$ cat src/rtl/if_id_fetch_stage_if.sv
// I-cache read channel: fetch stage (master) issues address and read, cache (slave) returns rdata with a 1-cycle resp pulse.
// No backpressure: the master holds read/address stable until resp arrives.
interface if_id_fetch_stage_if #(
    parameter int ADDR_W = 16
);
    logic              i_mem_read;
    logic [ADDR_W-1:0] i_mem_address;
    logic [ADDR_W-1:0] i_mem_rdata;
    logic              i_mem_resp;

    modport master (
        output i_mem_read,
        output i_mem_address,
        input  i_mem_rdata,
        input  i_mem_resp
    );

    modport slave (
        input  i_mem_read,
        input  i_mem_address,
        output i_mem_rdata,
        output i_mem_resp
    );
endinterface

$ cat src/rtl/if_id_fetch_stage.sv
// LC-3b fetch stage + IF/ID register: 1 cycle resp->if_id_valid when unstalled.
// Stall freezes IF/ID; a response caught during a stall parks in a 1-entry skid.
module if_id_fetch_stage #(
    parameter int                ADDR_W   = 16,
    parameter logic [ADDR_W-1:0] RESET_PC = '0
) (
    input  logic              clk,
    input  logic              rst_n,
    input  logic              dcache_stall,
    input  logic              ldi_stall,
    input  logic              br_taken,
    input  logic [ADDR_W-1:0] br_target,
    if_id_fetch_stage_if.master imem,
    output logic              if_id_valid,
    output logic [ADDR_W-1:0] if_id_pc,
    output logic [ADDR_W-1:0] if_id_ir
);
    typedef enum logic [1:0] {
        FETCH    = 2'd0,
        HOLD     = 2'd1,
        REDIRECT = 2'd2
    } state_t;

    state_t            state_q;
    logic [ADDR_W-1:0] pc_q;
    logic [ADDR_W-1:0] tgt_q;
    logic [ADDR_W-1:0] skid_pc_q;
    logic [ADDR_W-1:0] skid_ir_q;
    logic              valid_q;
    logic [ADDR_W-1:0] if_id_pc_q;
    logic [ADDR_W-1:0] if_id_ir_q;

    logic              stall;
    logic              br_eff;
    logic [ADDR_W-1:0] pc_inc;

    assign stall  = dcache_stall | ldi_stall;
    assign br_eff = br_taken & ~stall;
    assign pc_inc = pc_q + ADDR_W'(2);

    // pc_q is only retargeted once a request completes, so it is also the
    // address of the outstanding request while in REDIRECT.
    assign imem.i_mem_read    = rst_n & (state_q != HOLD);
    assign imem.i_mem_address = pc_q;

    assign if_id_valid = valid_q;
    assign if_id_pc    = if_id_pc_q;
    assign if_id_ir    = if_id_ir_q;

    always_ff @(posedge clk or negedge rst_n) begin
        if (!rst_n) begin
            state_q    <= FETCH;
            pc_q       <= RESET_PC;
            tgt_q      <= '0;
            skid_pc_q  <= '0;
            skid_ir_q  <= '0;
            valid_q    <= 1'b0;
            if_id_pc_q <= '0;
            if_id_ir_q <= '0;
        end else begin
            unique case (state_q)
                FETCH: begin
                    if (imem.i_mem_resp) begin
                        if (br_eff) begin
                            pc_q    <= br_target;
                            valid_q <= 1'b0;
                        end else if (!stall) begin
                            if_id_pc_q <= pc_q;
                            if_id_ir_q <= imem.i_mem_rdata;
                            valid_q    <= 1'b1;
                            pc_q       <= pc_inc;
                        end else begin
                            skid_pc_q <= pc_q;
                            skid_ir_q <= imem.i_mem_rdata;
                            state_q   <= HOLD;
                        end
                    end else if (br_eff) begin
                        tgt_q   <= br_target;
                        valid_q <= 1'b0;
                        state_q <= REDIRECT;
                    end else if (!stall) begin
                        valid_q <= 1'b0;
                    end
                end
                HOLD: begin
                    if (br_eff) begin
                        pc_q    <= br_target;
                        valid_q <= 1'b0;
                        state_q <= FETCH;
                    end else if (!stall) begin
                        if_id_pc_q <= skid_pc_q;
                        if_id_ir_q <= skid_ir_q;
                        valid_q    <= 1'b1;
                        pc_q       <= pc_inc;
                        state_q    <= FETCH;
                    end
                end
                REDIRECT: begin
                    valid_q <= 1'b0;
                    if (imem.i_mem_resp) begin
                        pc_q    <= br_eff ? br_target : tgt_q;
                        state_q <= FETCH;
                    end else if (br_eff) begin
                        tgt_q <= br_target;
                    end
                end
                default: begin
                    state_q <= FETCH;
                    valid_q <= 1'b0;
                end
            endcase
        end
    end
endmodule

$ cat src/flat_wrapper.sv
// flat-port wrapper written by rule: the top's interface ports become plain ports
module if_id_fetch_stage_flat 
#(
    parameter int                ADDR_W   = 16,
    parameter logic [ADDR_W-1:0] RESET_PC = '0
)
  (clk, rst_n, dcache_stall, ldi_stall, br_taken, br_target, if_id_valid, if_id_pc, if_id_ir, imem_i_mem_read, imem_i_mem_address, imem_i_mem_rdata, imem_i_mem_resp);
  if_id_fetch_stage_if #(.ADDR_W(ADDR_W)) imem_i ();
  input  logic clk;
  input  logic rst_n;
  input  logic dcache_stall;
  input  logic ldi_stall;
  input  logic br_taken;
  input  logic [ADDR_W-1:0] br_target;
  output logic if_id_valid;
  output logic [ADDR_W-1:0] if_id_pc;
  output logic [ADDR_W-1:0] if_id_ir;
  output wire logic [$bits(imem_i.i_mem_read)-1:0] imem_i_mem_read;
  output wire logic [$bits(imem_i.i_mem_address)-1:0] imem_i_mem_address;
  input wire logic [$bits(imem_i.i_mem_rdata)-1:0] imem_i_mem_rdata;
  input wire logic [$bits(imem_i.i_mem_resp)-1:0] imem_i_mem_resp;
  assign imem_i_mem_read = imem_i.i_mem_read;
  assign imem_i_mem_address = imem_i.i_mem_address;
  assign imem_i.i_mem_rdata = imem_i_mem_rdata;
  assign imem_i.i_mem_resp = imem_i_mem_resp;
  if_id_fetch_stage #(.ADDR_W(ADDR_W), .RESET_PC(RESET_PC)) u_core (.clk(clk), .rst_n(rst_n), .dcache_stall(dcache_stall), .ldi_stall(ldi_stall), .br_taken(br_taken), .br_target(br_target), .imem(imem_i), .if_id_valid(if_id_valid), .if_id_pc(if_id_pc), .if_id_ir(if_id_ir));
endmodule
$ cat config.mk
export PLATFORM = sky130hd
export DESIGN_NAME = if_id_fetch_stage_flat
export DESIGN_NICKNAME = d
export VERILOG_FILES = /design/src/rtl/if_id_fetch_stage_if.sv /design/src/rtl/if_id_fetch_stage.sv /design/src/flat_wrapper.sv
export SDC_FILE = /design/constraint.sdc
export NUM_CORES = 1
export LEC_CHECK = 0
export ABC_CLOCK_PERIOD_IN_PS = 1600
export CORE_MARGIN = 2
export CORE_UTILIZATION = 39
export CTS_CLUSTER_DIAMETER = 150
export DETAILED_ROUTE_END_ITERATION = 12
export GPL_TIMING_DRIVEN = 0
export PLACE_DENSITY = 0.68
export SKIP_LAST_GASP = 1
export SYNTH_ARGS = -nofsm -noshare
export SYNTH_HDL_FRONTEND = slang
export SYNTH_SLANG_ARGS = --single-unit
$ cat constraint.sdc
create_clock -name clk -period 1.6 [get_ports clk]
set_input_delay 0.16 -clock clk [delete_from_list [all_inputs] [get_ports clk]]
set_output_delay 0.16 -clock clk [all_outputs]
set_load 0.03 [all_outputs]
==> results of run 1 <==
## layout make-up
| class | count | area share, % |
|---|---|---|
| inverters | 5 | 0.269 |
| flip-flops and latches | 99 | 35.8 |
| well taps | 147 | 2.64 |
| repair buffers | 129 | 19.3 |
| clock inverters | 2 | 0.197 |
| clock buffers | 13 | 3.73 |
| plain buffers | 25 | 4.20 |
| multi-input cells | 276 | 33.9 |
## per-layer routing
metal	part of all wire [%]	vias up
met4	1.7	0
met1	42	1927
met2	51	141
met3	5.3	20
met5	0	-
li1	-	1752
## power by group through the flow
stage / Combinational [W] / Clock, W / Sequential, W
after global placement: 0.00400 / 0 / 0.00413
after detailed placement: 0.00410 / 0 / 0.00419
after floorplan: 0.00175 / 0 / 0.00493
final: 0.00485 / 0.00203 / 0.00422
after CTS: 0.00444 / 0.00207 / 0.00419
after global routing: 0.00515 / 0.00216 / 0.00435
## critical path: cells and delay by family
kind            cells  cell delay, ns
simple gates        1            0.62
buf+inv             1            0.43
compound gates      3            0.74
## worst max path at each step
| stage | from | endpoint | cells after the start |
|---|---|---|---|
| 5_1_grt | u_core.state_q[1] | u_core.imem.i_mem_address[5] | 6 |
| 3_5_place_dp | u_core.state_q[1] | imem_i_mem_read | 6 |
| 3_3_place_gp | rst_n | u_core.imem.i_mem_address[10] | 1 |
| 4_1_cts | u_core.state_q[1] | imem_i_mem_read | 5 |
| 2_1_floorplan | u_core.imem.i_mem_address[3] | u_core.imem.i_mem_address[12] | 5 |
| 6_report | ldi_stall | u_core.imem.i_mem_address[11] | 5 |
## flip-flops by register name (all words and copies together), names as in the netlist
name / count
u_core.state_q: 2
u_core.skid_ir_q: 16
u_core.skid_pc_q: 16
u_core.if_id_valid: 1
u_core.if_id_ir: 16
u_core.tgt_q: 16
u_core.imem.i_mem_address: 16
u_core.if_id_pc: 16
## timing repair
item	CTS	global route
resized for setup	95	80
gates cloned	6	2
pin swaps	8	7
setup endpoints to repair	102	99
endpoints found under the hold margin	43	43
buffers inserted	26	13
## cells by family (layout without fill, tap and decap cells)
logic type / count (synthesis) / count (layout) / share of synthesized area (%)
AOI/OAI and AO/OA: 88 / 88 / 11.9
xor gates and xnor gates: 5 / 5 / 0.934
adders and majority gates: 1 / 1 / 0.267
buffers and inverters: 33 / 174 / 3.76
DFF: 99 / 99 / 52.8
muxes: 82 / 82 / 18.8
and+or+nand+nor: 100 / 100 / 11.6
## per-stage QoR
step                total power [W]  setup TNS, ns
finish                       0.0111          -1.50
global route                 0.0117          -3.56
CTS                          0.0107          -6.17
detailed placement          0.00828         -49.71
global placement            0.00814        -381.62
floorplan                   0.00668         -0.255
## cells in the mapped netlist, types with 3 or more instances
cell type   n  area share, %
dfrtp_1    99             53
mux2_2     48             12
nor2_1     42            3.4
a21oi_1    40            4.3
mux2i_1    34            7.3
buf_2      20            2.1
nand2_1    11           0.88
o21ai_0    11            1.2
nand3_1     9           0.96
o211ai_1    7            1.1
nor3_1      6           0.64
inv_1       5           0.40
nor4bb_1    5            1.1
xnor2_1     5           0.93
a31oi_1     4           0.53
nand4_1     4           0.53
a21o_1      3           0.48
buf_6       3           0.72
clkbuf_1    3           0.24
nor4_1      3           0.40
o22ai_1     3           0.40
or3_4       3           0.72
==> flow_summary.ini, run 1 <==
[placed_design]
hpwl_um = 8080
gp_congestion = 0.826
placedCellCount = 642
place_ws_ns = -0.692
placed_area_um2 = 5810
io_buffers = 86

[timing]
finalClockSkew_ns = 0.00950
worstMarginPinSlew_ns = 0.604
clock.fmax_mhz = 584
hold_violations = 43
whs_ns = -0.176
finalSetupViolations = 44
fin_crit_sh_pct = 107
finalCriticalPeriod_ns = 1.71
rsz0062_at_grt = true
drv_slew = 0
setup_slack_ns = -0.112
slew_headroom_pct = 59.8

[yosys]
syn_area_um2 = 4690
ys_seq_area_share_pct = 52.8
synthArstFlopShare_pct = 100
synth_edf_count = 0
ys_ff_latch = 99
yosys_warnings = 0
netlist-cell-type-count = 52
synth_flop_cell = dfrtp_1
syn_avg_cell_area_um2 = 11.5
synthCells = 408
syn_nets = 447

[setup_path]
start_kind = input pin
cp_data_required_time_ns = 1.83
max_stage_delay_ns = 0.62
r2r-end = u_core.imem.i_mem_address[5]
timing.critical_path.fanout_max = 10
rrSetupSlack_ns = -0.11
crit_arrival_ns = 1.94
endpoint_kind = flip-flop
slowest_stage = or3b_2
cp_cell_sequence = clkdlybuf4s50_1 -> or3b_2 -> a31oi_1 -> o41ai_1 -> a22o_1
crit_type = in -> reg
r2r-start = u_core.state_q[1]
reg2regPathDepth = 6

[run_status]
status = complete, but fails checks
violations = hold timing, setup timing

[run]
timing.max_cap.violations = 0

[power]
p_leak_nw = 3.00
switching_share_pct = 37.0
combPwrFrac_pct = 43.7
p_int_w = 0.00699
pwr-share-seq_pct = 38.0
irDropWorstVdd_mv = 0.691
power_density_nw_per_um2 = 1590
switchingPower_w = 0.00411
p_clk_share_pct = 18.3

[clock_network]
cts.sinks = 99
h-tree-depth = 3
clk_pin_slew_worst_paths_ns = 0.07
tritoncts = yes
cts_made_buffers = 9
clk-insertion-delay-late_ns = 0.34
clock-root-buffer = clkbuf_16
clockBufferDepth = 2

[global_routing]
antenna_found_initial = 0
grt_start_max_net_pins = 58
use_met1_pct = 27.0
grt_use_total_pct = 20.1
grt_pass1_vias = 3785
met2_usage_pct = 33.1
grt-ovfl-total = 0
grt_pass1_wl_um = 20100
use_met3_pct = 3.93
gr-max-usage-layer = met2

[floorplan]
rows = 40
core_um2 = 11900
fp.dieH_um = 114
start_util_pct = 39.5
io-pin-count = 88
die_w_um = 114
dieArea_um2 = 12900

[layout]
ff_latch_area_um2 = 2490
n_antenna_cell = 0
final_nets = 584
design_area_um2 = 6980
fin_util_pct = 58.8
drive_gt1_share_pct = 39.7
instances_no_fill = 696
layout_common_cells = dfrtp_1 (85), clkdlybuf4s50_1 (61), mux2_2 (48)
multi_input_area_um2 = 2370
nFillCells = 936
final_common_cell = dfrtp_1
syn2layout_area_growth_pct = 48.7

[drt]
final_antenna_net_count = 0
num_vias = 3840
drc_errors = 0
detail_route.first_pass.iterations = 5
drt_iter0_markers = 258
wl_um = 12900
drt-vias-per-instance = 5.52
wl_per_cell_um = 18.5

[min_path]
hp-class = in -> async
No activity file was read; power rests on OpenSTA's default activity.
==> run 2: changes to the inputs <==
Settings changed: ABC_CLOCK_PERIOD_IN_PS 1600 to 2200, PLACE_DENSITY 0.68 to 0.66.
Clock period 1.6 ns to 2.2 ns, I/O delays scaled along.
==> run 2 against run 1 <==
  * The flow now finishes without violations
  * Clock power decreased by 11%
  * Final area down 12%
  * Clock skew hardly changed
  * Non-clock buffer count shrank 39
  * Critical endpoint is now imem_i_mem_read
==> flow_summary.ini, run 2 (synthesis results as in run 1) <==
[run_status]
status = complete, no violations

[run]
timing.max_cap.violations = 0

[layout]
drive_gt1_share_pct = 21.3
final_nets = 545
n_antenna_cell = 0
instances_no_fill = 658
nFillCells = 1082
syn2layout_area_growth_pct = 30.5
final_common_cell = dfrtp_1
layout_common_cells = dfrtp_1 (98), clkdlybuf4s50_1 (84), mux2_2 (48)
design_area_um2 = 6120

[drt]
wl_per_cell_um = 17.2
wl_um = 11300
detail_route.first_pass.iterations = 4
drt-vias-per-instance = 5.44
drt_iter0_markers = 248
drc_errors = 0
final_antenna_net_count = 0
num_vias = 3580

[clock_network]
clk_pin_slew_worst_paths_ns = 0.07
clk-insertion-delay-late_ns = 0.34
tritoncts = yes
cts_made_buffers = 9
clockBufferDepth = 2
post_cts_buffers = 0
clock-root-buffer = clkbuf_16
cts.sinks = 99
h-tree-depth = 3

[global_routing]
grt-ovfl-total = 0
grt_pass1_wl_um = 18600
grt_start_max_net_pins = 64
grt_use_total_pct = 18.4
antenna_found_initial = 0
grt_pass1_vias = 3541

[timing]
fin_crit_sh_pct = 92.5
finalSetupViolations = 0
slew_headroom_pct = 59.4
clock.fmax_mhz = 492
hold_violations = 0
rsz0062_at_grt = false
drv_slew = 0
finalClockSkew_ns = 0.00914
setup_tns_ns = 0
worstMarginPinSlew_ns = 0.609
finalCriticalPeriod_ns = 2.03

[min_path]
hold_path_depth = 3
holdCritStartpoint = br_taken
hp-class = in -> reg
hold_path_end = u_core.imem.i_mem_address[0]

[floorplan]
io-pin-count = 88
rows = 40
dieArea_um2 = 12900
start_util_pct = 39.5
fp.dieH_um = 114
core_um2 = 11900
die_w_um = 114

[placed_design]
gp_congestion = 0.836
hpwl_um = 8100
placed_area_um2 = 5760
placedCellCount = 642
io_buffers = 86

[setup_path]
cp_data_required_time_ns = 1.98
slowest_stage = dfrtp_2
r2r-start = u_core.imem.i_mem_address[1]
max_stage_delay_ns = 0.44
reg2regPathDepth = 5
cp_cell_sequence = nand2b_1 -> buf_2 -> buf_4 -> and2_1 -> clkdlybuf4s15_2
r2r-end = u_core.imem.i_mem_address[15]
start_kind = flip-flop
crit_type = reg -> out
timing.critical_path.fanout_max = 10
rrSetupSlack_ns = 0.22
endpoint_kind = output pin
crit_arrival_ns = 1.81

[power]
irDropWorstVdd_mv = 0.617
p_leak_nw = 2.59
power_density_nw_per_um2 = 1260
==> run 2: cell types whose count changed in the layout (fill, tap and decap cells not counted), sizes merged, moves of 3 or more <==
cell	before	now
clkbuf	17	12
buf	66	26
clkdlybuf4s50	61	84
bufinv	0	3
dlygate4sd2	14	0
dlymetal6s2s	9	0
==> run 2: routing by layer <==
layer  part of all wire (%)  track usage [%]  vias to the layer above
met5                      0                0                        -
met4                   0.62             4.07                        0
met3                    5.3             4.89                        5
met2                     49             30.1                       98
met1                     45             24.6                     1799
li1                       -                -                     1678
==> run 2: layout make-up <==
class | count | area [um^2] | area share (%)
multi-input cells | 276 | 2040 | 33.3
repair buffers | 88 | 897 | 14.7
well taps | 147 | 184 | 3.00
plain buffers | 27 | 156 | 2.56
clock buffers | 9 | 225 | 3.68
flip-flops and latches | 99 | 2480 | 40.5
clock inverters | 7 | 124 | 2.02
inverters | 5 | 18.8 | 0.307
==> run 2: repair_timing <==
action                                 CTS  global route
hold buffers                             1             0
setup endpoints to repair                1             1
endpoints found under the hold margin   36             0
gates resized for setup                  4             1
==> run 2: where the power goes <==
part	total (W)	internal (W)	switching [W]
clock network	0.00181	0.00112	0.000688
registers	0.00299	0.00250	0.000484
logic	0.00293	0.00139	0.00154
==> run 2: how the worst max path moves through the flow <==
stage	depth (start not counted)	to	slack (ns)	start
floorplan	5	u_core.imem.i_mem_address[15]	0.20	u_core.imem.i_mem_address[2]
CTS	5	imem_i_mem_read	0.07	u_core.state_q[1]
global placement	3	imem_i_mem_read	-3.08	rst_n
global route	5	imem_i_mem_read	0.07	u_core.state_q[1]
finish	5	imem_i_mem_read	0.17	u_core.state_q[1]
detailed placement	6	u_core.if_id_pc[11]	-0.16	ldi_stall
==> run 2: through the flow <==
stage | worst slack [ns] | util (%) | power (W) | hold WS [ns]
3_5_place_dp | -0.162 | 48.6 | 0.00596 | 0.228
4_1_cts | 0.0703 | 51.6 | 0.00780 | 0.305
3_3_place_gp | -3.08 | 48.4 | 0.00586 | 0.482
2_1_floorplan | 0.203 | - | 0.00480 | -0.0756
5_1_grt | 0.0706 | 51.6 | 0.00815 | 0.325
6_report | 0.166 | 51.6 | 0.00772 | 0.321
==> run 2: worst max-delay path, delay by kind of cell (launching register included) <==
family	cells	cell delay [ns]
buffers and inverters	3	0.75
flip-flops	1	0.44
AND/OR/NAND/NOR	2	0.28
